<file path="src/rtl/bcd_timer.sv">
// BCD stopwatch / countdown timer with HH:MM:SS packed-BCD time, one-second prescaler and load checking.
// Optional lap capture register is built only when LAP_CAPTURE_EN is defined.
module bcd_timer #(
  parameter int unsigned CLK_DIV = 50_000_000,
  parameter int unsigned HR_MAX  = 23
) (
  input  logic        clk,
  input  logic        rst_n,
  input  logic        clear,
  input  logic        start_stop,
  input  logic        mode,
  input  logic        load,
  input  logic [23:0] load_val,
  input  logic        lap,
  output logic [23:0] time_bcd,
  output logic        running,
  output logic        tick,
  output logic        done,
  output logic        wrap,
  output logic        load_err,
  output logic [23:0] lap_bcd
);

  typedef enum logic {
    ST_STOPPED = 1'b0,
    ST_RUNNING = 1'b1
  } run_state_t;

  localparam logic [31:0] PRESC_LAST = 32'(CLK_DIV - 1);
  localparam logic [3:0]  HR_MAX_H   = 4'(HR_MAX / 10);
  localparam logic [3:0]  HR_MAX_L   = 4'(HR_MAX % 10);
  localparam logic [7:0]  HR_MAX_8   = 8'(HR_MAX);
  localparam logic [23:0] TIME_MAX   = {HR_MAX_H, HR_MAX_L, 4'd5, 4'd9, 4'd5, 4'd9};

  run_state_t  state_q, state_d;
  logic [31:0] presc_q, presc_d;
  logic [23:0] time_q, time_d;
  logic        tick_d, done_d, wrap_d, load_err_d;
  logic        at_term;
  logic        load_ok;
  logic [7:0]  ld_hours;
  logic [23:0] time_dn;

  // One-second increment with BCD carry; TIME_MAX rolls over to zero.
  function automatic logic [23:0] time_inc(input logic [23:0] t);
    logic [3:0] hh, hl, mh, ml, sh, sl;
    {hh, hl, mh, ml, sh, sl} = t;
    if (t == TIME_MAX) return '0;
    if (sl != 4'd9) sl = sl + 4'd1;
    else begin
      sl = '0;
      if (sh != 4'd5) sh = sh + 4'd1;
      else begin
        sh = '0;
        if (ml != 4'd9) ml = ml + 4'd1;
        else begin
          ml = '0;
          if (mh != 4'd5) mh = mh + 4'd1;
          else begin
            mh = '0;
            if (hl != 4'd9) hl = hl + 4'd1;
            else begin
              hl = '0;
              hh = hh + 4'd1;
            end
          end
        end
      end
    end
    return {hh, hl, mh, ml, sh, sl};
  endfunction

  // One-second decrement with BCD borrow; zero saturates at zero.
  function automatic logic [23:0] time_dec(input logic [23:0] t);
    logic [3:0] hh, hl, mh, ml, sh, sl;
    {hh, hl, mh, ml, sh, sl} = t;
    if (t == '0) return '0;
    if (sl != 4'd0) sl = sl - 4'd1;
    else begin
      sl = 4'd9;
      if (sh != 4'd0) sh = sh - 4'd1;
      else begin
        sh = 4'd5;
        if (ml != 4'd0) ml = ml - 4'd1;
        else begin
          ml = 4'd9;
          if (mh != 4'd0) mh = mh - 4'd1;
          else begin
            mh = 4'd5;
            if (hl != 4'd0) hl = hl - 4'd1;
            else begin
              hl = 4'd9;
              hh = hh - 4'd1;
            end
          end
        end
      end
    end
    return {hh, hl, mh, ml, sh, sl};
  endfunction

  assign ld_hours = 8'(load_val[23:20]) * 8'd10 + 8'(load_val[19:16]);
  assign load_ok  = (load_val[23:20] <= 4'd9) && (load_val[19:16] <= 4'd9) &&
                    (load_val[15:12] <= 4'd5) && (load_val[11:8]  <= 4'd9) &&
                    (load_val[7:4]   <= 4'd5) && (load_val[3:0]   <= 4'd9) &&
                    (ld_hours <= HR_MAX_8);

  assign at_term = (state_q == ST_RUNNING) && (presc_q == PRESC_LAST);
  assign time_dn = time_dec(time_q);

  always_comb begin
    state_d    = state_q;
    presc_d    = presc_q;
    time_d     = time_q;
    tick_d     = 1'b0;
    done_d     = 1'b0;
    wrap_d     = 1'b0;
    load_err_d = 1'b0;
    if (clear) begin
      state_d = ST_STOPPED;
      presc_d = '0;
      time_d  = '0;
    end else begin
      if (state_q == ST_RUNNING) presc_d = at_term ? '0 : presc_q + 32'd1;
      tick_d = at_term;
      if (start_stop) begin
        if (state_q == ST_RUNNING) state_d = ST_STOPPED;
        else if (!(mode && (time_q == '0))) state_d = ST_RUNNING;
      end
      if (load) begin
        if (load_ok) begin
          time_d  = load_val;
          presc_d = '0;
        end else begin
          load_err_d = 1'b1;
        end
      end
      // An accepted load overrides the second update that would land on the same edge.
      if (at_term && !(load && load_ok)) begin
        if (!mode) begin
          time_d = time_inc(time_q);
          wrap_d = (time_q == TIME_MAX);
        end else begin
          time_d = time_dn;
          if (time_dn == '0) begin
            done_d  = 1'b1;
            state_d = ST_STOPPED;
          end
        end
      end
    end
  end

  always_ff @(posedge clk or negedge rst_n) begin
    if (!rst_n) begin
      state_q  <= ST_STOPPED;
      presc_q  <= '0;
      time_q   <= '0;
      tick     <= 1'b0;
      done     <= 1'b0;
      wrap     <= 1'b0;
      load_err <= 1'b0;
    end else begin
      state_q  <= state_d;
      presc_q  <= presc_d;
      time_q   <= time_d;
      tick     <= tick_d;
      done     <= done_d;
      wrap     <= wrap_d;
      load_err <= load_err_d;
    end
  end

  assign time_bcd = time_q;
  assign running  = (state_q == ST_RUNNING);

`ifdef LAP_CAPTURE_EN
  logic [23:0] lap_q;

  always_ff @(posedge clk or negedge rst_n) begin
    if (!rst_n)     lap_q <= '0;
    else if (clear) lap_q <= '0;
    else if (lap)   lap_q <= time_q;
  end

  assign lap_bcd = lap_q;
`else
  logic unused_lap;
  assign unused_lap = lap;
  assign lap_bcd    = '0;
`endif

endmodule

</file>
<file path="config.mk">
export PLATFORM = sky130hd
export DESIGN_NAME = bcd_timer
export DESIGN_NICKNAME = d
export VERILOG_FILES = /design/src/rtl/bcd_timer.sv
export SDC_FILE = /design/constraint.sdc
export NUM_CORES = 1
export LEC_CHECK = 0
export CORE_MARGIN = 8
export CORE_UTILIZATION = 25
export CTS_CLUSTER_DIAMETER = 80
export CTS_CLUSTER_SIZE = 30
export DETAILED_ROUTE_END_ITERATION = 12
export PLACE_DENSITY_LB_ADDON = 0.1
export SLEW_MARGIN = 20
export SYNTH_ARGS = -nofsm -noshare
export SYNTH_HDL_FRONTEND = slang
export SYNTH_SLANG_ARGS = --single-unit
</file>
<file path="constraint.sdc">
create_clock -name clk -period 3.2 [get_ports clk]
set_clock_uncertainty 0.1 [all_clocks]
set_input_delay 0.48 -clock clk [delete_from_list [all_inputs] [get_ports clk]]
set_output_delay 0.48 -clock clk [all_outputs]
set_load 0.02 [all_outputs]
</file>
==> metrics, run 1 <==
outcome completed; Synth area leader dfrtp_1; Die ar. 0.0251 mm²; end of the worst register-to-register path time_bcd[20]$_DFFE_PN0P_; number of global-route vias before repair 4,907; I/O pin total 84; GRT Total Usage 14.2%; WHS 0.210 ns; worst path arrival time 3.24 ns; crit-path cells or4b_1 -> or4_1 -> or4_4 -> nand2b_4 -> o21a_1 -> or3_4 -> o2bb2ai_1; most frequent cells after synthesis 73 x nor2_1, 61 x dfrtp_1, 43 x nand2_1; largest net degree at the start of global routing 62; CTS tree yes; final setup vio count 0; post-route ant nets 0; DR vias/cell 4.88; Worst VDD drop 0.264 mV; Area Overhead vs Synth 35.7%; Synth top area share 30.0%; Final WS setup 0.119 ns; row count 52; min cycle time layout 3.08 ns; Sw Pwr 0.000815 W; TritonCTS Buffers 9; final wirelength 17.5 mm; Mapped Area 0.00508 mm²; Leak 2.86 nW; setup TNS 0 ns; r2r startpoint presc_q[16]$_DFF_PN0_; CP Launch Type flip-flop; pre-CTS worst setup slack -0.595 ns; Hold Vio Cnt, Final 0; WL/cell 17.2 µm; CTS Hold Bufs 0; estimated wirelength of the detail-placed design 13.6 mm; FF+latch area 0.00153 mm²; cell-internal power 0.00171 W; Crit. End Element flip-flop; most frequent cell after synthesis nor2_1; area of the multi-input gates 0.00337 mm²; DRC violations left 0; CORE AREA 0.0201 mm²; Die W 159 µm; CTS Buffer Depth 2; first-pass GRT wire length 27.6 mm; Final Cycle Share 96.3%; #FFs+latches synth 61; clock power share 39.8%; Synth Instances 615; initial cell density of the core 25.3%; syn avg cell area 8.26 µm²; port bufs 58; RSZ-0062 raised after global routing no; 1st-iter DRT viols 249; share of layout cells above drive strength 1 18.2%; routability cong. 0.835; # placed instances 997; routed vias 4,955; Seq pwr share 32.3%; Slowest cell on crit path or4_4; max_cap viols 0; register-to-register setup slack 0.12 ns; Gate power share 27.8%; Min-Delay Path Class in2async; Worst-Margin Slew 0.864 ns; die extent in y 159 µm; initial antenna violation count 0; Cell variety after synth 63; Post-synth ARST share 100%; worst-path maximum fanout 4; Nets 802; worst skew pair latency 0.34 ns; grt total ovfl 0; dominant synthesized flop cell dfrtp_1; Worst slew margin 42.4%; PwrDens 366 mW/mm²; Fillers 2,106; slowest stage delay, CP 0.56 ns; Max Clk Rate 0.325 GHz; Non-Filler Instances 1,016; H-Tree Depth 3; Syn. warnings 0; final core utilization 34.3%; WP data required 3.36 ns; Sink Count 61; Reg clk slew, reported paths 0.06 ns; Worst Reg-to-Reg Cells 7; number of flops mapped to enable cells by yosys 0; WS Path Type reg2reg; sequential share of the synthesized area 30.0%; ranking of synthesized cells by area dfrtp_1 30%, ha_1 6.9%, nor2_1 5.4%; CTS Root Cell clkbuf_16; switch share 32.3%; Max Slew Vio Count 0; diode count 0; drt pass-1 iters 4
==> critical path, delay by kind of cell (launching register included) <==
| family | cells | cell delay [ns] |
|---|---|---|
| compound gates | 2 | 0.37 |
| simple gates | 5 | 2.15 |
| flops | 1 | 0.37 |
==> per-layer routing <==
| metal | track usage [%] | wire length, µm | up-vias |
|---|---|---|---|
| met4 | 4.45 | 274 | 0 |
| met1 | 17.7 | 7960 | 2421 |
| li1 | - | - | 2417 |
| met3 | 2.82 | 680 | 18 |
| met5 | 0 | 0 | - |
| met2 | 24.0 | 8540 | 99 |
==> timing repair <==
action / in CTS / in global routing
setup buffers: 2 / 1
hold endpoints to repair: 0 / 0
resized for setup: 18 / 11
cloned: 0 / 0
endpoints found under the setup margin: 59 / 24
pin swaps: 6 / 9
==> worst max path at each step <==
stage | from | to | slack, ns | cells after the start
after global placement | load_val[21] | time_bcd[21]$_DFFE_PN0P_ | -0.58 | 11
final | presc_q[16]$_DFF_PN0_ | time_bcd[20]$_DFFE_PN0P_ | 0.12 | 7
after floorplan | load_val[21] | time_bcd[4]$_DFFE_PN0P_ | 0.08 | 11
after CTS | load_val[22] | time_bcd[7]$_DFFE_PN0P_ | 0.004 | 12
after detailed placement | load_val[21] | time_bcd[21]$_DFFE_PN0P_ | -0.60 | 11
after global routing | presc_q[11]$_DFF_PN0_ | time_bcd[20]$_DFFE_PN0P_ | 0.0007 | 7
==> state kept, by name, indices dropped and copies added, names as in the netlist <==
name	cells
presc_q	32
time_bcd	24
done	1
load_err	1
running	1
tick	1
wrap	1
==> stage by stage <==
step | area [µm²] | total power [W]
final | 6890 | 0.00252
after global routing | 6890 | 0.00266
after CTS | 6860 | 0.00256
after detailed placement | 6460 | 0.00150
after global placement | 6460 | 0.00150
after floorplan | 5170 | 0.00121
==> power groups by stage <==
stage          clock network [W]  logic [W]  registers [W]
2_1_floorplan                  0   0.000347       0.000861
3_3_place_gp                   0   0.000672       0.000829
3_5_place_dp                   0   0.000668       0.000829
4_1_cts                  0.00105   0.000699       0.000815
5_1_grt                  0.00107   0.000770       0.000818
6_report                 0.00100   0.000702       0.000816
==> cells in the final DEF, fill, tap and decap left out, types with 5 or more instances in the layout <==
cell type,Yosys,routed
o21a_1,5,5
a21oi_1,25,24
nand4_1,15,15
xor2_1,23,23
nor3_1,16,15
xnor2_1,21,21
clkdlybuf4s50_1,0,53
nor4_1,8,8
nor3b_1,10,9
dfrtp_1,61,61
a211oi_1,9,9
nor2_1,73,73
clkbuf_16,0,9
and3_1,5,5
conb_1,1,24
o22ai_1,7,7
nand2_1,43,42
o21ai_0,25,25
buf_4,24,82
mux2i_1,19,19
nand3_1,32,32
nand3b_1,6,6
inv_1,30,30
a22o_1,6,6
nand2b_1,8,8
o2bb2ai_1,9,9
ha_1,28,25
a31oi_1,5,5
==> area by class of cell <==
class	count	area share, %
clock inverter	7	1.09
clock buffer	9	3.27
multi-input combinational	495	48.8
sequential	61	22.1
tap	270	4.90
timing repair buffer	144	18.1
inverter	30	1.63
==> kinds of logic (layout without fill, tap and decap cells) <==
| logic type | Yosys count | in the layout | share of synthesized area (%) |
|---|---|---|---|
| and+or+nand+nor | 252 | 252 | 25.7 |
| muxes | 23 | 23 | 4.85 |
| buffers and inverters | 82 | 190 | 7.85 |
| adders and majority gates | 30 | 30 | 7.68 |
| xor gates and xnor gates | 44 | 44 | 7.58 |
| AOI/OAI and AO/OA | 122 | 122 | 16.2 |
| other | 1 | 24 | 0.0738 |
| DFF | 61 | 61 | 30.0 |
No activity file was read; power rests on OpenSTA's default activity.
==> run 2, diff against run 1 <==
- CELL_PAD_IN_SITES_DETAIL_PLACEMENT: unset -> 0
- CELL_PAD_IN_SITES_GLOBAL_PLACEMENT: unset -> 1
==> run 2 against run 1 <==
Against the previous run: register-to-register slack barely moved; flip-flop and latch count stayed put; global-route usage rose by 0.65 points; combinational power decreased by 1%; critical path depth increased by 6; utilization shrank 0.11 points; first-iteration DRC count rose by 21%; final area is 0.33% lower; largest cell class unchanged; wire length grew 2.8%; worst hold slack worse by 0.050 ns; highest routed layer unchanged; clock power is essentially flat; non-clock buffer count fell by 5.
==> metrics, run 2 (synthesis results as in run 1) <==
Seq pwr share 32.3% (about the same); diode count 0 (unchanged); DP Area 0.00645 mm² (was 0.00646 mm²); clock power share 40.4% (was 39.8%); CTS tree yes (unchanged); share of layout cells above drive strength 1 17.1% (was 18.2%); final wirelength 17.9 mm (was 17.5 mm); WHS 0.160 ns (was 0.210 ns); Hold Vio Cnt, Final 0 (unchanged); WL/cell 17.7 µm (was 17.2 µm); Worst VDD drop 0.270 mV (was 0.264 mV); GRT Total Usage 14.8% (was 14.2%); largest net degree at the start of global routing 33 (was 62); Worst slew margin 42.7% (was 42.4%); Gate power share 27.3% (was 27.8%); Nets 797 (was 802); DRC violations left 0 (unchanged); port bufs 58 (unchanged); Reg with most FFs presc_q (unchanged); CTS Buffer Depth 2 (unchanged); estimated wirelength of the detail-placed design 14.0 mm (was 13.6 mm); Max Slew Vio Count 0 (unchanged); switch share 31.4% (was 32.3%); initial antenna violation count 0 (unchanged); min cycle time layout 3.13 ns (was 3.08 ns); H-Tree Depth 3 (unchanged); post-route ant nets 0 (unchanged); outcome completed (unchanged); Die W 159 µm (unchanged); WP data required 3.36 ns (about the same); Crit. End Element flip-flop (unchanged); Worst-Margin Slew 0.860 ns (was 0.864 ns); I/O pin total 84 (unchanged); max_cap viols 0 (unchanged); setup TNS 0 ns (unchanged); initial cell density of the core 25.3% (unchanged); RSZ-0062 raised after global routing no (unchanged); end of the worst register-to-register path time_bcd[20]$_DFFE_PN0P_ (unchanged); CTS Root Cell clkbuf_16 (unchanged); most frequent cells in the layout 77 x buf_4, 73 x nor2_1, 61 x dfrtp_1 (was 82 x buf_4, 73 x nor2_1, 61 x dfrtp_1); Area Overhead vs Synth 35.2% (was 35.7%); Fillers 2,090 (was 2,106); 1st-iter DRT viols 301 (was 249); routed vias 4,857 (was 4,955); Worst Reg-to-Reg Cells 7 (unchanged); CTS Hold Bufs 0 (unchanged); Sw Pwr 0.000795 W (was 0.000815 W); row count 52 (unchanged); # placed instances 994 (was 997); register-to-register setup slack 0.13 ns (was 0.12 ns); first-pass GRT wire length 28.6 mm (was 27.6 mm); Min-Delay Path Class in2async (unchanged); CP Launch Type input port (was flip-flop); final instance area 0.00687 mm² (was 0.00689 mm²); grt total ovfl 0 (unchanged); r2r startpoint presc_q[16]$_DFF_PN0_ (unchanged); cell-internal power 0.00174 W (was 0.00171 W); Final Cycle Share 97.7% (was 96.3%); drt pass-1 iters 4 (unchanged); number of global-route vias before repair 4,992 (was 4,907); TritonCTS Buffers 9 (unchanged); Die ar. 0.0251 mm² (unchanged); WS Path Type in2reg (was reg2reg); Sink Count 61 (unchanged); worst-path maximum fanout 4 (unchanged); Max Clk Rate 0.320 GHz (was 0.325 GHz); final setup vio count 0 (unchanged); final core utilization 34.2% (was 34.3%); DR vias/cell 4.80 (was 4.88); die extent in y 159 µm (unchanged); worst skew pair latency 0.34 ns (about the same); PwrDens 369 mW/mm² (was 366 mW/mm²); max FFs per register 32 (unchanged); CORE AREA 0.0201 mm² (unchanged); worst path arrival time 3.29 ns (was 3.24 ns); routability cong. 0.819 (was 0.835); Leak 2.83 nW (was 2.86 nW); Non-Filler Instances 1,011 (was 1,016); Reg clk slew, reported paths 0.06 ns (about the same); most common cell after layout, fill and taps aside buf_4 (unchanged)
run 2: what timing repair did:
item / in CTS / in global routing
endpoints found under the setup margin: 58 / 24
buffers inserted: 1 / 0
pin swaps: 8 / 12
endpoints found under the hold margin: 0 / 0
resized for setup: 17 / 8
gates cloned: 0 / 0
run 2: worst max path at each step:
stage	from	end	slack, ns	cells past startpoint
floorplan	load_val[21]	time_bcd[4]$_DFFE_PN0P_	0.08	11
global placement	load_val[21]	time_bcd[20]$_DFFE_PN0P_	-0.56	11
detailed placement	load_val[21]	time_bcd[20]$_DFFE_PN0P_	-0.62	11
CTS	load_val[22]	time_bcd[7]$_DFFE_PN0P_	0.008	12
global route	load_val[21]	time_bcd[18]$_DFFE_PN0P_	0.005	13
finish	load_val[21]	time_bcd[19]$_DFFE_PN0P_	0.07	13
run 2: power by group through the flow:
stage | clock [W] | combinational, W | sequential [W]
4_1_cts | 0.00105 | 0.000692 | 0.000816
3_3_place_gp | 0 | 0.000667 | 0.000830
6_report | 0.00102 | 0.000692 | 0.000817
3_5_place_dp | 0 | 0.000665 | 0.000830
5_1_grt | 0.00108 | 0.000758 | 0.000821
2_1_floorplan | 0 | 0.000347 | 0.000861
run 2: cell type report:
type / instances / area (µm²) / share of cell area, %
clock inverter: 3 / 43.8 / 0.637
inverter: 30 / 113 / 1.64
sequential: 61 / 1530 / 22.2
clock buffer: 13 / 260 / 3.79
timing repair buffer: 139 / 1220 / 17.8
multi-input combinational: 495 / 3370 / 49.0
tap: 270 / 338 / 4.92
run 2: through the flow:
stage | power (W) | worst slack [ns]
5_1_grt | 0.00266 | 0.00511
3_5_place_dp | 0.00150 | -0.623
2_1_floorplan | 0.00121 | 0.0769
4_1_cts | 0.00256 | 0.00766
6_report | 0.00253 | 0.0728
3_3_place_gp | 0.00150 | -0.560
run 2: critical path, stage by stage:
cell and delay [ns]:
dlygate4sd2_1 0.26, ha_1 0.31, ha_2 0.18, inv_1 0.07
fa_2 0.44, or3_4 0.42, a21oi_4 0.22, a41oi_4 0.16
buf_6 0.17, buf_4 0.14, nand2_2 0.07, nand3b_1 0.19
o2bb2ai_1 0.18
run 2: layer usage:
layer / GRT usage [%] / wire, µm / vias to the layer above
met5: 0 / 0 / -
met4: 3.68 / 219 / 0
met3: 2.69 / 775 / 18
met2: 25.2 / 8620 / 101
met1: 18.9 / 8320 / 2329
li1: - / - / 2409
==> run 3, diff against run 2 <==
- ABC_AREA: unset -> 1
- clock period: 3.2 -> 3.28 ns (I/O delays scaled with it)
==> run 3 against run 2 <==
Against the previous run: sequential share of layout area down 1.7 points; clock-buffer cell count down 2; die area up 14%; area after synthesis up 16%; total power about the same; sequential power up 0.5%; global-route usage up 0.14 points; utilization down 2.1 points; worst hold slack better by 0.083 ns; register-to-register slack better by 0.39 ns; combinational power about the same.
==> metrics, run 3 <==
outcome completed (unchanged); Worst Reg-to-Reg Cells 12 (was 7); DP Area 0.00702 mm² (was 0.00645 mm²); Reg clk slew, reported paths 0.06 ns (about the same); Hold Vio Cnt, Final 0 (unchanged); end of the worst register-to-register path done$_DFF_PN0_ (was time_bcd[20]$_DFFE_PN0P_); DR vias/cell 4.47 (was 4.80); Critical Path Start load_val[23] (was load_val[21]); final instance area 0.00745 mm² (was 0.00687 mm²); Post-synth ARST share 100% (unchanged); Mapped Area 0.00588 mm² (was 0.00508 mm²); routability cong. 0.790 (was 0.819); Nets 1,064 (was 797); die extent in y 169 µm (was 159 µm); final wirelength 21.2 mm (was 17.9 mm); routed vias 5,932 (was 4,857); WL/cell 16.0 µm (was 17.7 µm); pre-CTS worst setup slack -0.298 ns (was -0.623 ns); CTS Hold Bufs 0 (unchanged); Cell variety after synth 44 (was 63); max_cap viols 0 (unchanged); CTS tree yes (unchanged); # placed instances 1,305 (was 994); CORE AREA 0.0233 mm² (was 0.0201 mm²); max FFs per register 32 (unchanged); Leak 3.53 nW (was 2.83 nW); dominant synthesized flop cell dfrtp_1 (unchanged); first-pass GRT wire length 33.3 mm (was 28.6 mm); drt pass-1 iters 4 (unchanged); Gate power share 27.2% (was 27.3%); DRC violations left 0 (unchanged); WHS 0.243 ns (was 0.160 ns); Sw Pwr 0.000872 W (was 0.000795 W); CTS Buffer Depth 2 (unchanged); Min-Delay Path Class in2async (unchanged); syn avg cell area 6.53 µm² (was 8.26 µm²); mux cell area share after synthesis 0% (was 4.85%); estimated wirelength of the detail-placed design 16.7 mm (was 14.0 mm); setup TNS 0 ns (unchanged); final setup vio count 0 (unchanged); number of global-route vias before repair 6,122 (was 4,992); Reg with most FFs presc_q (unchanged); Max Slew Vio Count 0 (unchanged); Non-Filler Instances 1,327 (was 1,011); Post-Synth Adder-Cell Area 6.64% (was 7.68%); Crit. End Element flip-flop (unchanged); Worst VDD drop 0.202 mV (was 0.270 mV); diode count 0 (unchanged); worst-path maximum fanout 6 (was 4); min cycle time layout 2.93 ns; most frequent cells in the layout 238 x nand2_1, 121 x nor2_1, 97 x inv_1 (was 77 x buf_4, 73 x nor2_1, 61 x dfrtp_1); Synth Area in Compound Gates 7.09% (was 16.2%); WP data required 3.46 ns (was 3.36 ns); most common cell after layout, fill and taps aside nand2_1 (was buf_4); simple-gate share of the synthesized area 43.9% (was 25.7%); CP Launch Type input port (unchanged); Sink Count 61 (unchanged); register-to-register setup slack 0.52 ns (was 0.13 ns); Fillers 2,698 (was 2,090); worst setup path endpoint time_bcd[23]$_DFFE_PN0P_ (was time_bcd[19]$_DFFE_PN0P_); worst skew pair latency 0.34 ns (about the same); Die W 169 µm (was 159 µm); Synth Instances 900 (was 615); worst path arrival time 3.11 ns (was 3.29 ns); post-route ant nets 0 (unchanged); PwrDens 340 mW/mm² (was 369 mW/mm²); #FFs+latches synth 61 (unchanged); largest net degree at the start of global routing 62 (was 33); most frequent cells after synthesis 241 x nand2_1, 122 x nor2_1, 98 x inv_1 (was 73 x nor2_1, 61 x dfrtp_1, 43 x nand2_1); number of flops mapped to enable cells by yosys 0 (unchanged); I/O pin total 84 (unchanged); Die ar. 0.0287 mm² (was 0.0251 mm²); Worst slew margin 43.6% (was 42.7%); TritonCTS Buffers 9 (unchanged); WS Path Type in2reg (unchanged); port bufs 58 (unchanged); 1st-iter DRT viols 356 (was 301); cell-internal power 0.00166 W (was 0.00174 W); Final Cycle Share 89.3%; ranking of synthesized cells by area dfrtp_1 26%, nand2_1 15%, nor2_1 7.8% (was dfrtp_1 30%, ha_1 6.9%, nor2_1 5.4%); row count 56 (was 52); Worst-Margin Slew 0.846 ns (was 0.860 ns); grt total ovfl 0 (unchanged); Syn. warnings 0 (unchanged); Synth Area in XOR/XNOR 3.43% (was 7.58%); RSZ-0062 raised after global routing no (unchanged); CTS Root Cell clkbuf_16 (unchanged); Synth top area share 26.0% (was 30.0%); initial cell density of the core 25.3% (about the same); Max Clk Rate 0.342 GHz; clock power share 40.3% (was 40.4%); switch share 34.4% (was 31.4%); initial antenna violation count 0 (unchanged); Seq pwr share 32.4% (was 32.3%); share of layout cells above drive strength 1 14.4% (was 17.1%); Synth area leader dfrtp_1 (unchanged); H-Tree Depth 3 (unchanged); Final WS setup 0.353 ns (was 0.0728 ns); main combinational cell family by area after synthesis simple AND/OR/NAND/NOR gates (unchanged); most frequent cell after synthesis nand2_1 (was nor2_1); r2r startpoint running$_DFF_PN0_ (was presc_q[16]$_DFF_PN0_); GRT Total Usage 15.0% (was 14.8%); Area Overhead vs Synth 26.8% (was 35.2%); sequential share of the synthesized area 26.0% (was 30.0%)
-- run 3: changes by cell type after synthesis, moves of 12 or more --
cell      before  now
nor2_1        73  122
xnor2_1       21    5
nand3_1       32   78
inv_2          0   12
nand2_1       43  241
inv_1         30   98
clkbuf_1      26    5
nand4_1       15   34
mux2i_1       19    0
-- run 3: final cells by class --
cell class | instances | area (µm²) | share of cell area (%)
clock buffers | 11 | 253 | 3.39
clock inverters | 5 | 58.8 | 0.789
inverters | 111 | 419 | 5.62
multi-input cells | 707 | 3750 | 50.3
flip-flops and latches | 61 | 1530 | 20.5
well taps | 319 | 399 | 5.35
repair buffers | 113 | 1050 | 14.1
-- run 3: per-layer routing --
layer  GRT usage (%)  routed length (µm)  share of wire (%)  vias to the layer above
met1            18.3                9590                 45                     2764
met5               0                   0                  0                        -
met2            26.4               10600                 50                       94
li1                -                   -                  -                     3057
met4            3.73                 404                1.9                        0
met3            3.05                 634                3.0                       17
-- run 3: cell families after synthesis --
logic type	after synthesis
AO/OA/AOI/OAI	74
XOR/XNOR	23
adder cells (fa/ha/maj)	30
buffers and inverters	157
flip-flops	61
other	1
AND/OR/NAND/NOR	554
-- run 3: power by group through the flow --
stage	Sequential (W)	Clock, W	Combinational, W
3_5_place_dp	0.000835	0	0.000678
3_3_place_gp	0.000835	0	0.000682
2_1_floorplan	0.000848	0	0.000410
5_1_grt	0.000826	0.00108	0.000772
6_report	0.000821	0.00102	0.000690
4_1_cts	0.000821	0.00106	0.000681
-- run 3: per-stage QoR --
stage | utilization (%) | total power [W]
6_report | 32.0 | 0.00253
5_1_grt | 32.0 | 0.00268
4_1_cts | 31.5 | 0.00257
3_5_place_dp | 30.2 | 0.00151
3_3_place_gp | 30.2 | 0.00152
2_1_floorplan | - | 0.00126
-- run 3: worst max-delay path, stage by stage --
cell	delay, ns
dlymetal6s2s_1	0.14
ha_1	0.28
ha_2	0.17
inv_1	0.05
fa_2	0.53
inv_1	0.05
nand3_1	0.08
nand2_1	0.07
nand2_2	0.07
nand2_2	0.06
nor2_4	0.15
nand3_4	0.20
buf_6	0.19
nand4_1	0.10
nand2_1	0.10
nor2_2	0.16
buf_6	0.12
nand2_1	0.05
nand2_1	0.05
-- run 3: worst min-delay path by stage --
| stage | end | depth (start not counted) |
|---|---|---|
| 3_5_place_dp | presc_q[21]$_DFF_PN0_ | 2 |
| 5_1_grt | presc_q[20]$_DFF_PN0_ | 2 |
| 3_3_place_gp | presc_q[21]$_DFF_PN0_ | 2 |
| 6_report | presc_q[20]$_DFF_PN0_ | 2 |
| 4_1_cts | presc_q[20]$_DFF_PN0_ | 2 |
| 2_1_floorplan | done$_DFF_PN0_ | 0 |
-- run 3: repair_timing --
item                                    4_1_cts  5_1_grt
gates resized for setup                       0       20
endpoints found under the setup margin        0       54
endpoints found under the hold margin         0        0
setup buffers                                 0        4
